==> src/rtl/sonar_pkg.sv <==
// Shared FSM state encoding and default parameter values for the multi-channel
// HC-SR04 sonar scanner.
package sonar_pkg;

  localparam int DEF_N_CH        = 4;
  localparam int DEF_DIST_W      = 8;
  localparam int DEF_TRIG_CYC    = 10;
  localparam int DEF_CYC_PER_CM  = 58;
  localparam int DEF_TIMEOUT_CYC = 38000;
  localparam int DEF_GUARD_CYC   = 2000;

  typedef enum logic [2:0] {
    ST_IDLE      = 3'd0,
    ST_TRIG      = 3'd1,
    ST_WAIT_ECHO = 3'd2,
    ST_MEASURE   = 3'd3,
    ST_GUARD     = 3'd4
  } state_e;

  function automatic int max3(input int a, input int b, input int c);
    int m;
    m = (a > b) ? a : b;
    return (m > c) ? m : c;
  endfunction

endpackage

==> src/rtl/echo_timer.sv <==
// Shared phase counter plus cycle-to-centimetre converter with saturation.
// One instance serves every channel because only one channel is measured at a time.
module echo_timer
  import sonar_pkg::*;
#(
  parameter int DIST_W     = DEF_DIST_W,
  parameter int CYC_PER_CM = DEF_CYC_PER_CM,
  parameter int CNT_W      = 16
) (
  input  logic              clk,
  input  logic              rst,
  input  logic              clear,
  input  logic              start,
  input  logic              tick,
  input  logic              meas,
  output logic [CNT_W-1:0]  cycle_cnt,
  output logic [DIST_W-1:0] cm
);

  localparam int SUB_W = (CYC_PER_CM > 1) ? $clog2(CYC_PER_CM) : 1;

  logic [SUB_W-1:0]  sub_cnt;
  logic [SUB_W-1:0]  base_sub;
  logic [SUB_W-1:0]  sub_step;
  logic [DIST_W-1:0] base_cm;
  logic [DIST_W-1:0] cm_step;

  // start counts the first high cycle of the echo from a zeroed base, so the
  // detecting cycle itself contributes to the distance
  always_comb begin
    base_sub = start ? '0 : sub_cnt;
    base_cm  = start ? '0 : cm;
    sub_step = base_sub + 1'b1;
    cm_step  = base_cm;
    if (base_sub == SUB_W'(CYC_PER_CM - 1)) begin
      sub_step = '0;
      cm_step  = (base_cm == '1) ? base_cm : base_cm + 1'b1;
    end
  end

  always_ff @(posedge clk or posedge rst) begin
    if (rst) begin
      cycle_cnt <= '0;
      sub_cnt   <= '0;
      cm        <= '0;
    end else if (clear) begin
      cycle_cnt <= '0;
      sub_cnt   <= '0;
      cm        <= '0;
    end else if (start) begin
      cycle_cnt <= CNT_W'(1);
      sub_cnt   <= sub_step;
      cm        <= cm_step;
    end else begin
      if (tick) cycle_cnt <= cycle_cnt + 1'b1;
      if (meas) begin
        sub_cnt <= sub_step;
        cm      <= cm_step;
      end
    end
  end

endmodule

==> src/rtl/multi_sonar_scanner.sv <==
// Round-robin HC-SR04 scanner: triggers each channel in turn, times its echo and
// flags intrusions below Threshold. Define SONAR_HYST_EN for two-reading hysteresis.
module multi_sonar_scanner
  import sonar_pkg::*;
#(
  parameter int  N_CH        = DEF_N_CH,
  parameter int  DIST_W      = DEF_DIST_W,
  parameter int  TRIG_CYC    = DEF_TRIG_CYC,
  parameter int  CYC_PER_CM  = DEF_CYC_PER_CM,
  parameter int  TIMEOUT_CYC = DEF_TIMEOUT_CYC,
  parameter int  GUARD_CYC   = DEF_GUARD_CYC,
  localparam int CH_W        = (N_CH > 1) ? $clog2(N_CH) : 1
) (
  input  logic                     CLK,
  input  logic                     RST,
  input  logic                     Enable,
  input  logic [N_CH-1:0]          Echo,
  input  logic [DIST_W-1:0]        Threshold,
  output logic [N_CH-1:0]          Trigger,
  output logic [N_CH*DIST_W-1:0]   Distance,
  output logic                     Valid,
  output logic [CH_W-1:0]          Ch_Idx,
  output logic [N_CH-1:0]          Timeout,
  output logic [N_CH-1:0]          Intrude,
  output logic                     Alarm
);

  localparam int CNT_W = $clog2(max3(TIMEOUT_CYC, GUARD_CYC, TRIG_CYC) + 1);

  state_e              state;
  logic [CH_W-1:0]     ch_idx;
  logic                valid_r;
  logic [N_CH*DIST_W-1:0] dist_r;
  logic [N_CH-1:0]     to_r;
  logic [N_CH-1:0]     intr_r;
  logic [N_CH-1:0]     echo_s1, echo_s2, echo_d;

  logic                echo_cur, echo_rise;
  logic [CNT_W-1:0]    cycle_cnt;
  logic [DIST_W-1:0]   cm;
  logic                trig_done, guard_done, cnt_limit;
  logic                t_clear, t_start, t_tick, t_meas;
  logic                res_we, res_to, res_below;
  logic [DIST_W-1:0]   res_dist;

  always_ff @(posedge CLK or posedge RST) begin
    if (RST) begin
      echo_s1 <= '0;
      echo_s2 <= '0;
      echo_d  <= '0;
    end else begin
      echo_s1 <= Echo;
      echo_s2 <= echo_s1;
      echo_d  <= echo_s2;
    end
  end

  assign echo_cur   = echo_s2[ch_idx];
  assign echo_rise  = echo_s2[ch_idx] & ~echo_d[ch_idx];
  assign trig_done  = (cycle_cnt == CNT_W'(TRIG_CYC - 1));
  assign guard_done = (cycle_cnt == CNT_W'(GUARD_CYC - 1));
  assign cnt_limit  = (cycle_cnt >= CNT_W'(TIMEOUT_CYC - 1));

  echo_timer #(
    .DIST_W     (DIST_W),
    .CYC_PER_CM (CYC_PER_CM),
    .CNT_W      (CNT_W)
  ) u_timer (
    .clk       (CLK),
    .rst       (RST),
    .clear     (t_clear),
    .start     (t_start),
    .tick      (t_tick),
    .meas      (t_meas),
    .cycle_cnt (cycle_cnt),
    .cm        (cm)
  );

  // The timer is zeroed on every phase change so each phase counts from zero;
  // in MEASURE the cycle count doubles as the echo-width watchdog
  always_comb begin
    t_clear  = 1'b0;
    t_start  = 1'b0;
    t_tick   = 1'b0;
    t_meas   = 1'b0;
    res_we   = 1'b0;
    res_to   = 1'b0;
    res_dist = '1;
    case (state)
      ST_IDLE: t_clear = 1'b1;
      ST_TRIG: begin
        if (trig_done) t_clear = 1'b1;
        else           t_tick  = 1'b1;
      end
      ST_WAIT_ECHO: begin
        if (echo_rise) t_start = 1'b1;
        else if (cnt_limit) begin
          t_clear = 1'b1;
          res_we  = 1'b1;
          res_to  = 1'b1;
        end else t_tick = 1'b1;
      end
      ST_MEASURE: begin
        if (!echo_cur) begin
          t_clear  = 1'b1;
          res_we   = 1'b1;
          res_dist = cm;
        end else if (cnt_limit) begin
          t_clear = 1'b1;
          res_we  = 1'b1;
          res_to  = 1'b1;
        end else begin
          t_tick = 1'b1;
          t_meas = 1'b1;
        end
      end
      ST_GUARD: begin
        if (guard_done) t_clear = 1'b1;
        else            t_tick  = 1'b1;
      end
      default: t_clear = 1'b1;
    endcase
  end

  assign res_below = !res_to && (res_dist < Threshold);

`ifdef SONAR_HYST_EN
  logic [1:0] hist_r [N_CH];
  logic [1:0] hist_next;
  assign hist_next = {hist_r[ch_idx][0], res_below};
`endif

  // Enable is only sampled in IDLE, so dropping it lets the current channel finish
  always_ff @(posedge CLK or posedge RST) begin
    if (RST) begin
      state   <= ST_IDLE;
      ch_idx  <= '0;
      valid_r <= 1'b0;
      dist_r  <= '1;
      to_r    <= '0;
      intr_r  <= '0;
`ifdef SONAR_HYST_EN
      for (int k = 0; k < N_CH; k++) hist_r[k] <= 2'b00;
`endif
    end else begin
      valid_r <= 1'b0;
      case (state)
        ST_IDLE:      if (Enable) state <= ST_TRIG;
        ST_TRIG:      if (trig_done) state <= ST_WAIT_ECHO;
        ST_WAIT_ECHO: begin
          if (echo_rise)   state <= ST_MEASURE;
          else if (res_we) state <= ST_GUARD;
        end
        ST_MEASURE:   if (res_we) state <= ST_GUARD;
        ST_GUARD: begin
          if (guard_done) begin
            ch_idx <= (ch_idx == CH_W'(N_CH - 1)) ? '0 : ch_idx + 1'b1;
            state  <= ST_IDLE;
          end
        end
        default:      state <= ST_IDLE;
      endcase

      if (res_we) begin
        valid_r                          <= 1'b1;
        dist_r[ch_idx*DIST_W +: DIST_W]  <= res_dist;
        to_r[ch_idx]                     <= res_to;
`ifdef SONAR_HYST_EN
        hist_r[ch_idx] <= hist_next;
        if (hist_next == 2'b11)      intr_r[ch_idx] <= 1'b1;
        else if (hist_next == 2'b00) intr_r[ch_idx] <= 1'b0;
`else
        intr_r[ch_idx] <= res_below;
`endif
      end
    end
  end

  always_comb begin
    Trigger = '0;
    if (state == ST_TRIG) Trigger[ch_idx] = 1'b1;
  end

  assign Distance = dist_r;
  assign Valid    = valid_r;
  assign Ch_Idx   = ch_idx;
  assign Timeout  = to_r;
  assign Intrude  = intr_r;
  assign Alarm    = |intr_r;

endmodule

==> config.mk <==
export PLATFORM = sky130hd
export DESIGN_NAME = multi_sonar_scanner
export DESIGN_NICKNAME = d
export VERILOG_FILES = /design/src/rtl/sonar_pkg.sv /design/src/rtl/echo_timer.sv /design/src/rtl/multi_sonar_scanner.sv
export SDC_FILE = /design/constraint.sdc
export NUM_CORES = 1
export LEC_CHECK = 0
export BUFFER_PORTS_ARGS = -buffer_cell sky130_fd_sc_hd__buf_4
export CELL_PAD_IN_SITES_DETAIL_PLACEMENT = 0
export CELL_PAD_IN_SITES_GLOBAL_PLACEMENT = 2
export CORE_MARGIN = 3
export CORE_UTILIZATION = 38
export CTS_BUF_LIST = sky130_fd_sc_hd__clkbuf_2
export CTS_CLUSTER_DIAMETER = 30
export DETAILED_ROUTE_END_ITERATION = 10
export PLACE_DENSITY = 0.86
export SLEW_MARGIN = 30
export SYNTH_ARGS = -nofsm -noshare
export SYNTH_HDL_FRONTEND = slang
export SYNTH_HIERARCHICAL = 1
export SYNTH_SLANG_ARGS = --single-unit
export TNS_END_PERCENT = 50
==> constraint.sdc <==
create_clock -name CLK -period 4.2 [get_ports CLK]
set_input_delay 0.63 -clock CLK [delete_from_list [all_inputs] [get_ports CLK]]
set_output_delay 0.63 -clock CLK [all_outputs]
set_load 0.05 [all_outputs]
[Word-level counts from Yosys, hierarchy flattened]
Cells that the tools add are included.
Storage, ports and cells
  register bits after elaboration: 88
  output and inout bits: 48
  word-level logic and storage cells: 98
  input bits: 15
Operators by class
  bitwise operators: 2
  $add $sub $neg: 5
  mux-type cells: 52
  eq/ne operators: 12
  reductions and logical operators: 9
  order comparisons: 4
  shift operators: 2
Operators by type and width (count)
  $mux 8: 8
  $mux 16: 3
  $neg 5->34: 1
  $shift 8x34->32 const A: 1
  $shiftx 8x34->32: 1
  $bwmux 32: 1
  $mux 6: 5
  $mux 1: 18
  $add 16x1->16 const B: 1
  $eq 16x11->1 const B: 1
  $eq 16x4->1 const B: 1
  $ge 16x16->1 const B: 1
  $mux 3: 5
  $pmux 3 s5: 1
  $add 8x1->8 const B: 1
  $bwmux 4: 2
  $eq 8x8->1 const B: 1
  $lt 8x8->1: 1
  $pmux 1 s4: 2
  $add 6x1->6 const B: 1
  $eq 3x2->1 const B: 2
  $eq 6x6->1 const B: 1
  $ne 2x2->1 const B: 3
  $reduce_bool 3->1: 2
  other kinds (19): 22

[Longest topological paths before layout]
  word-level depth: 13
  gate-level depth with buffers: 16

[Modules after synthesis]
The synthesis kept the hierarchy.
By module, submodules not included
  multi_sonar_scanner: instances 1, cells each 308, area an instance 3179.3 um^2, sequential area each 1491.4 um^2
  echo_timer: instances 1, cells each 188, area an instance 1721.7 um^2, sequential area each 750.7 um^2

[Worst setup path before layout]
No wires, ideal clock.
  path kind: reg2reg
  start point: reg ch_idx[0] (netlist: Ch_Idx[0])
  end point: reg u_timer.cm[3]
  library setup time: 140 ps
  cell stages (with the launch flop): 17
  arrival: 3924 ps
  path slack: 136 ps
  path buffers: 4
  data required time: 4060 ps
  path through: dfrtp_1 buf_6 inv_1 mux4_2 nor2_2 buf_2 nand2_1 inv_1 buf_2 clkbuf_1 nor2b_1 inv_1 ha_1 and4b_1 o211ai_1 o311ai_0 o41ai_1
Between the ends
  longest elaborated chain between the ends: 13
Ends and longest elaborated chain
  from (decl): RTL line multi_sonar_scanner.sv:31  | logic [CH_W-1:0] ch_idx;
  from (signal assigned): RTL line multi_sonar_scanner.sv:157  | ch_idx <= (ch_idx == CH_W'(N_CH - 1)) ? '0 : ch_idx + 1'b1;
  $bmux 1 s2: RTL line multi_sonar_scanner.sv:59  | assign echo_rise = echo_s2[ch_idx] & ~echo_d[ch_idx];
  $mux 1 (not written as such): RTL line multi_sonar_scanner.sv:59
  $not 1->1: RTL line multi_sonar_scanner.sv:59
  $and 1x1->1 (*): RTL line multi_sonar_scanner.sv:59
  $mux 1 (*): RTL line multi_sonar_scanner.sv:96  | if (echo_rise) t_start = 1'b1;
  $mux 1 (*): RTL line multi_sonar_scanner.sv:89  | case (state)
  net t_start: RTL line multi_sonar_scanner.sv:42  | logic t_clear, t_start, t_tick, t_meas;
  $mux 8: RTL line echo_timer.sv:32  | base_cm = start ? '0 : cm;
  $add 8x1->8 / $eq 8x8->1 (equally long branches): RTL line echo_timer.sv:37  | cm_step = (base_cm == '1) ? base_cm : base_cm + 1'b1;
  $mux 8: RTL line echo_timer.sv:37
  $mux 8: RTL line echo_timer.sv:35  | if (base_sub == SUB_W'(CYC_PER_CM - 1)) begin
  $mux 8: RTL line echo_timer.sv:56  | if (meas) begin
  $mux 8: RTL line echo_timer.sv:50  | end else if (start) begin
  $mux 8: RTL line echo_timer.sv:46  | end else if (clear) begin
  to (signal assigned): RTL line echo_timer.sv:53  | cm <= cm_step;
  to (signal assigned): RTL line echo_timer.sv:58  | cm <= cm_step;
  to (decl): RTL line echo_timer.sv:17  | output logic [DIST_W-1:0] cm
Mark *: on every way through the listed nets, which the timed path passes. The rest lies on a longest branch. The select of a mux whose other input is x is not followed.
A chain may end at the register's enable or synchronous reset.

[Worst setup path in the final report]
  start point: reg ch_idx[0] (netlist: Ch_Idx[0])
  end point: reg intr_r[2] (netlist: Intrude[2])
Between the ends
  longest elaborated chain between the ends: 9
Ends and longest elaborated chain
  parallel branches: the longest is 9 deep, another holds $lt 8x8->1
  to (signal, indexed assignment): RTL line multi_sonar_scanner.sv:173  | intr_r[ch_idx] <= res_below;
  to (decl): RTL line multi_sonar_scanner.sv:35  | logic [N_CH-1:0] intr_r;
Several ways; the timed one is not identified. The select of a mux whose other input is x is not followed.

==> results.cfg <==
[cells_and_area]
multi_input_area_sq_um = 2404
final_cells = 729
finish.utilization_pct = 46.01
drive_gt1_share_pct = 27.27
seq_area_sq_um = 2242
area_delta_synth_final_pct = 15.57
num-fill-cells = 1220
antenna_cells = 0
nets = 590

[route]
drc = 0
drtAntennaViolNets = 0
wire_per_inst_um = 15.78
drtIter0Drc = 239
drt_wl_total_mm = 11.50
viasPerCell = 5.185
num_vias = 3780
drt-pass1-iter-count = 4

[yosys]
yosysTopAreaCell = dfrtp_1
yosysMostFrequentCell = dfrtp_1
synth.distinct_cells = 62
dominantRegCellSynth = dfrtp_1
synthTopCellsByCount = 56 x dfrtp_1, 55 x nand2_1, 46 x inv_1
synth_area_sq_um = 4901
synth.area.top_cells = dfrtp_1 29%, dfstp_2 17%, mux2i_1 6.5%
synth.top_cell.area_share_pct = 28.59
syn-num-nets = 530
yosysWarnings = 6
synth_edf_count = 0
avgSynthCellArea_sq_um = 9.881
async_reset_ff_share_pct = 100.0
syn-instance-count = 496
yosysSeqAreaShare_pct = 45.75
yosys_register_bits = 88

[clock_network]
insertion_delay_ns = 0.59
hold_buffers = 0
path_clk_slew_ns = 0.25
cts_made_buffers = 9
cts.sinks = 88
tritoncts = yes
cts_max_level = 3
cts_post_setup_buffers_inserted = 0
clk_path_buf_depth = 2
cts.repair.resized = 0
clock-root-buffer = clkbuf_2

[floorplan]
core_sq_um = 12310
dieArea_sq_um = 14300
start_util_pct = 39.81
ios = 63
num_rows = 40
die_h_um = 119.6
die_w_um = 119.6

[timing]
clock_skew_ns = 0.02068
setup_tns_ns = 0
rsz0062_at_grt = no
slew_headroom_pct = 38.06
fin_crit_sh_pct = 88.34
drv_slew = 0
worst_pin_slew_ns = 0.9272
finalWorstPathRequiredPeriod_ns = 3.710
hold_viol_final = 0
clock.fmax_mhz = 269.5
report.final.setup_viol = 0

[global_route]
grt_max_degree = 32
grt_pass1_vias = 3713
grt-ovfl-total = 0
grt_pass1_wl_mm = 19.32
grt_usage_pct = 16.90
antenna_found_initial = 0

[power]
p_sw_uw = 906.1
power.share.switching_pct = 40.84
seqPwrFrac_pct = 45.3
intPower_uw = 1312
p_leak_uw = 0.002463
clkPwrFrac_pct = 20.1
irDropWorstVdd_v = 0.0001575
comb_power_share_pct = 34.6
power.density_nw_per_um2 = 391.7

[setup_path]
crit_top_cell = o21ai_0
path_class = flop to flop
critPathLaunchType = flop
crit_path_end_kind = flop
crit_slowest_cell = or3_1
cp_max_fo = 18
crit_path_cell_trace = mux4_2 -> or3_1 -> or2_2 -> ha_1 -> o21ai_0 -> a211oi_1 -> o21ai_0 -> o311a_1 -> mux2_2
crit_required_ns = 4.70
cpPeakStageDelay_ns = 0.65
arrival_ns = 4.21
reg2reg_slack_ns = 0.49

[worst_hold_path]
hold_class = input pin to asynchronous set/reset pin

[placed_design]
gp_congestion = 0.7694
dp_cells = 713
hpwlAfterDp_mm = 8.625
port_buffers = 62

[run]
maxCapViolations = 0

[outcome]
run_status = complete, no violations
==> through the flow <==
| stage | worst slack [ns] | power [uW] | hold WS, ns | cell area [sq um] |
|---|---|---|---|---|
| 6_report | 0.4895 | 2219 | 0.06191 | 5664 |
| 5_1_grt | 0.2604 | 2374 | 0.01896 | 5664 |
| 4_1_cts | 0.4686 | 2255 | 0.02144 | 5664 |
| 3_5_place_dp | 0.5109 | 1795 | 0.3395 | 5550 |
| 3_3_place_gp | 0.6570 | 1788 | 0.3363 | 5535 |
| 2_1_floorplan | 0.1360 | 1581 | 0.3312 | 4901 |
==> power groups by stage <==
stage	sequential, uW	clock, uW	combinational [uW]
after floorplan	1120	0	457
after global placement	1020	0	770
after detailed placement	1020	0	775
after CTS	1010	472	777
after global routing	1020	510	847
final	1010	446	767
==> layer usage <==
| layer | share of wire [%] | wire, um | vias up | GRT usage (%) |
|---|---|---|---|---|
| met5 | 0 | 0 | - | 0 |
| met4 | 0.97 | 112 | 0 | 3.651 |
| met1 | 47 | 5439 | 1859 | 22.83 |
| met3 | 4.2 | 487 | 9 | 4.713 |
| li1 | - | - | 1847 | - |
| met2 | 47 | 5461 | 65 | 27.26 |
==> final timing paths <==
kind	from	to	cells after the start
worst max-delay path	Ch_Idx[0]	Intrude[2]	9
worst min-delay path	RST	u_timer/sub_cnt[4]	2
worst max register to register	Ch_Idx[0]	Intrude[2]	9
worst min register to register	echo_s1[2]	echo_s2[2]	0
max in group asynchronous	RST	Distance[14]	3
min in group CLK	Echo[1]	echo_s1[1]	1
==> critical path, delay by kind of cell (launching register included) <==
kind            cells  cell delay (ns)
simple gates        2             1.11
mux                 2             0.90
compound gates      4             0.69
fa+ha+maj           1             0.29
flops               1             0.63
==> placed cells by master (no fill, tap or decap), types with 3 or more instances in the layout <==
cell      instances
a211oi_1          5
o311ai_0          3
nor2b_1          11
xnor2_1           5
and3_1           10
ha_1             19
nand4b_1          3
dfstp_2          32
a31oi_1           5
or2_2             8
a21o_1            3
buf_4            69
a21oi_1          17
clkbuf_2          9
dfrtp_1          56
inv_1            45
xor2_1            5
o21ai_0          12
a41o_1            3
or3_1             4
mux2_2            9
mux2i_1          32
nand3b_1          3
nand4_1           5
nand2_1          55
nand2b_1          7
mux2_4            4
nor4_1            3
nor2_1           37
or4_1             3
nand3_1          16
and4b_1           3
nor3_1           12
a211oi_4          4
==> area by class of cell <==
type / instances / share of cell area, %
clock inverter: 7 / 1.215
inverter: 47 / 3.115
timing repair buffer: 69 / 9.145
tap: 168 / 3.711
clock buffer: 9 / 0.7952
sequential: 88 / 39.58
multi-input combinational: 341 / 42.43
==> logic make-up after synthesis <==
group | after synthesis | share of synthesized area [%]
AOI/OAI and AO/OA | 73 | 11.36
xor gates and xnor gates | 10 | 1.787
adders and majority gates | 19 | 4.851
buffers and inverters | 67 | 5.514
DFF | 88 | 45.75
muxes | 47 | 10.75
and+or+nand+nor | 192 | 19.99
==> sequential cells by signal (all words and copies together) (netlist names) <==
signal / count
u_timer/sub_cnt: 6
Intrude: 4
state: 3
u_timer/cycle_cnt: 16
Ch_Idx: 2
Timeout: 4
Distance: 32
echo_d: 4
Valid: 1
echo_s2: 4
echo_s1: 4
u_timer/cm: 8
Power figures use the tool's default switching activity.
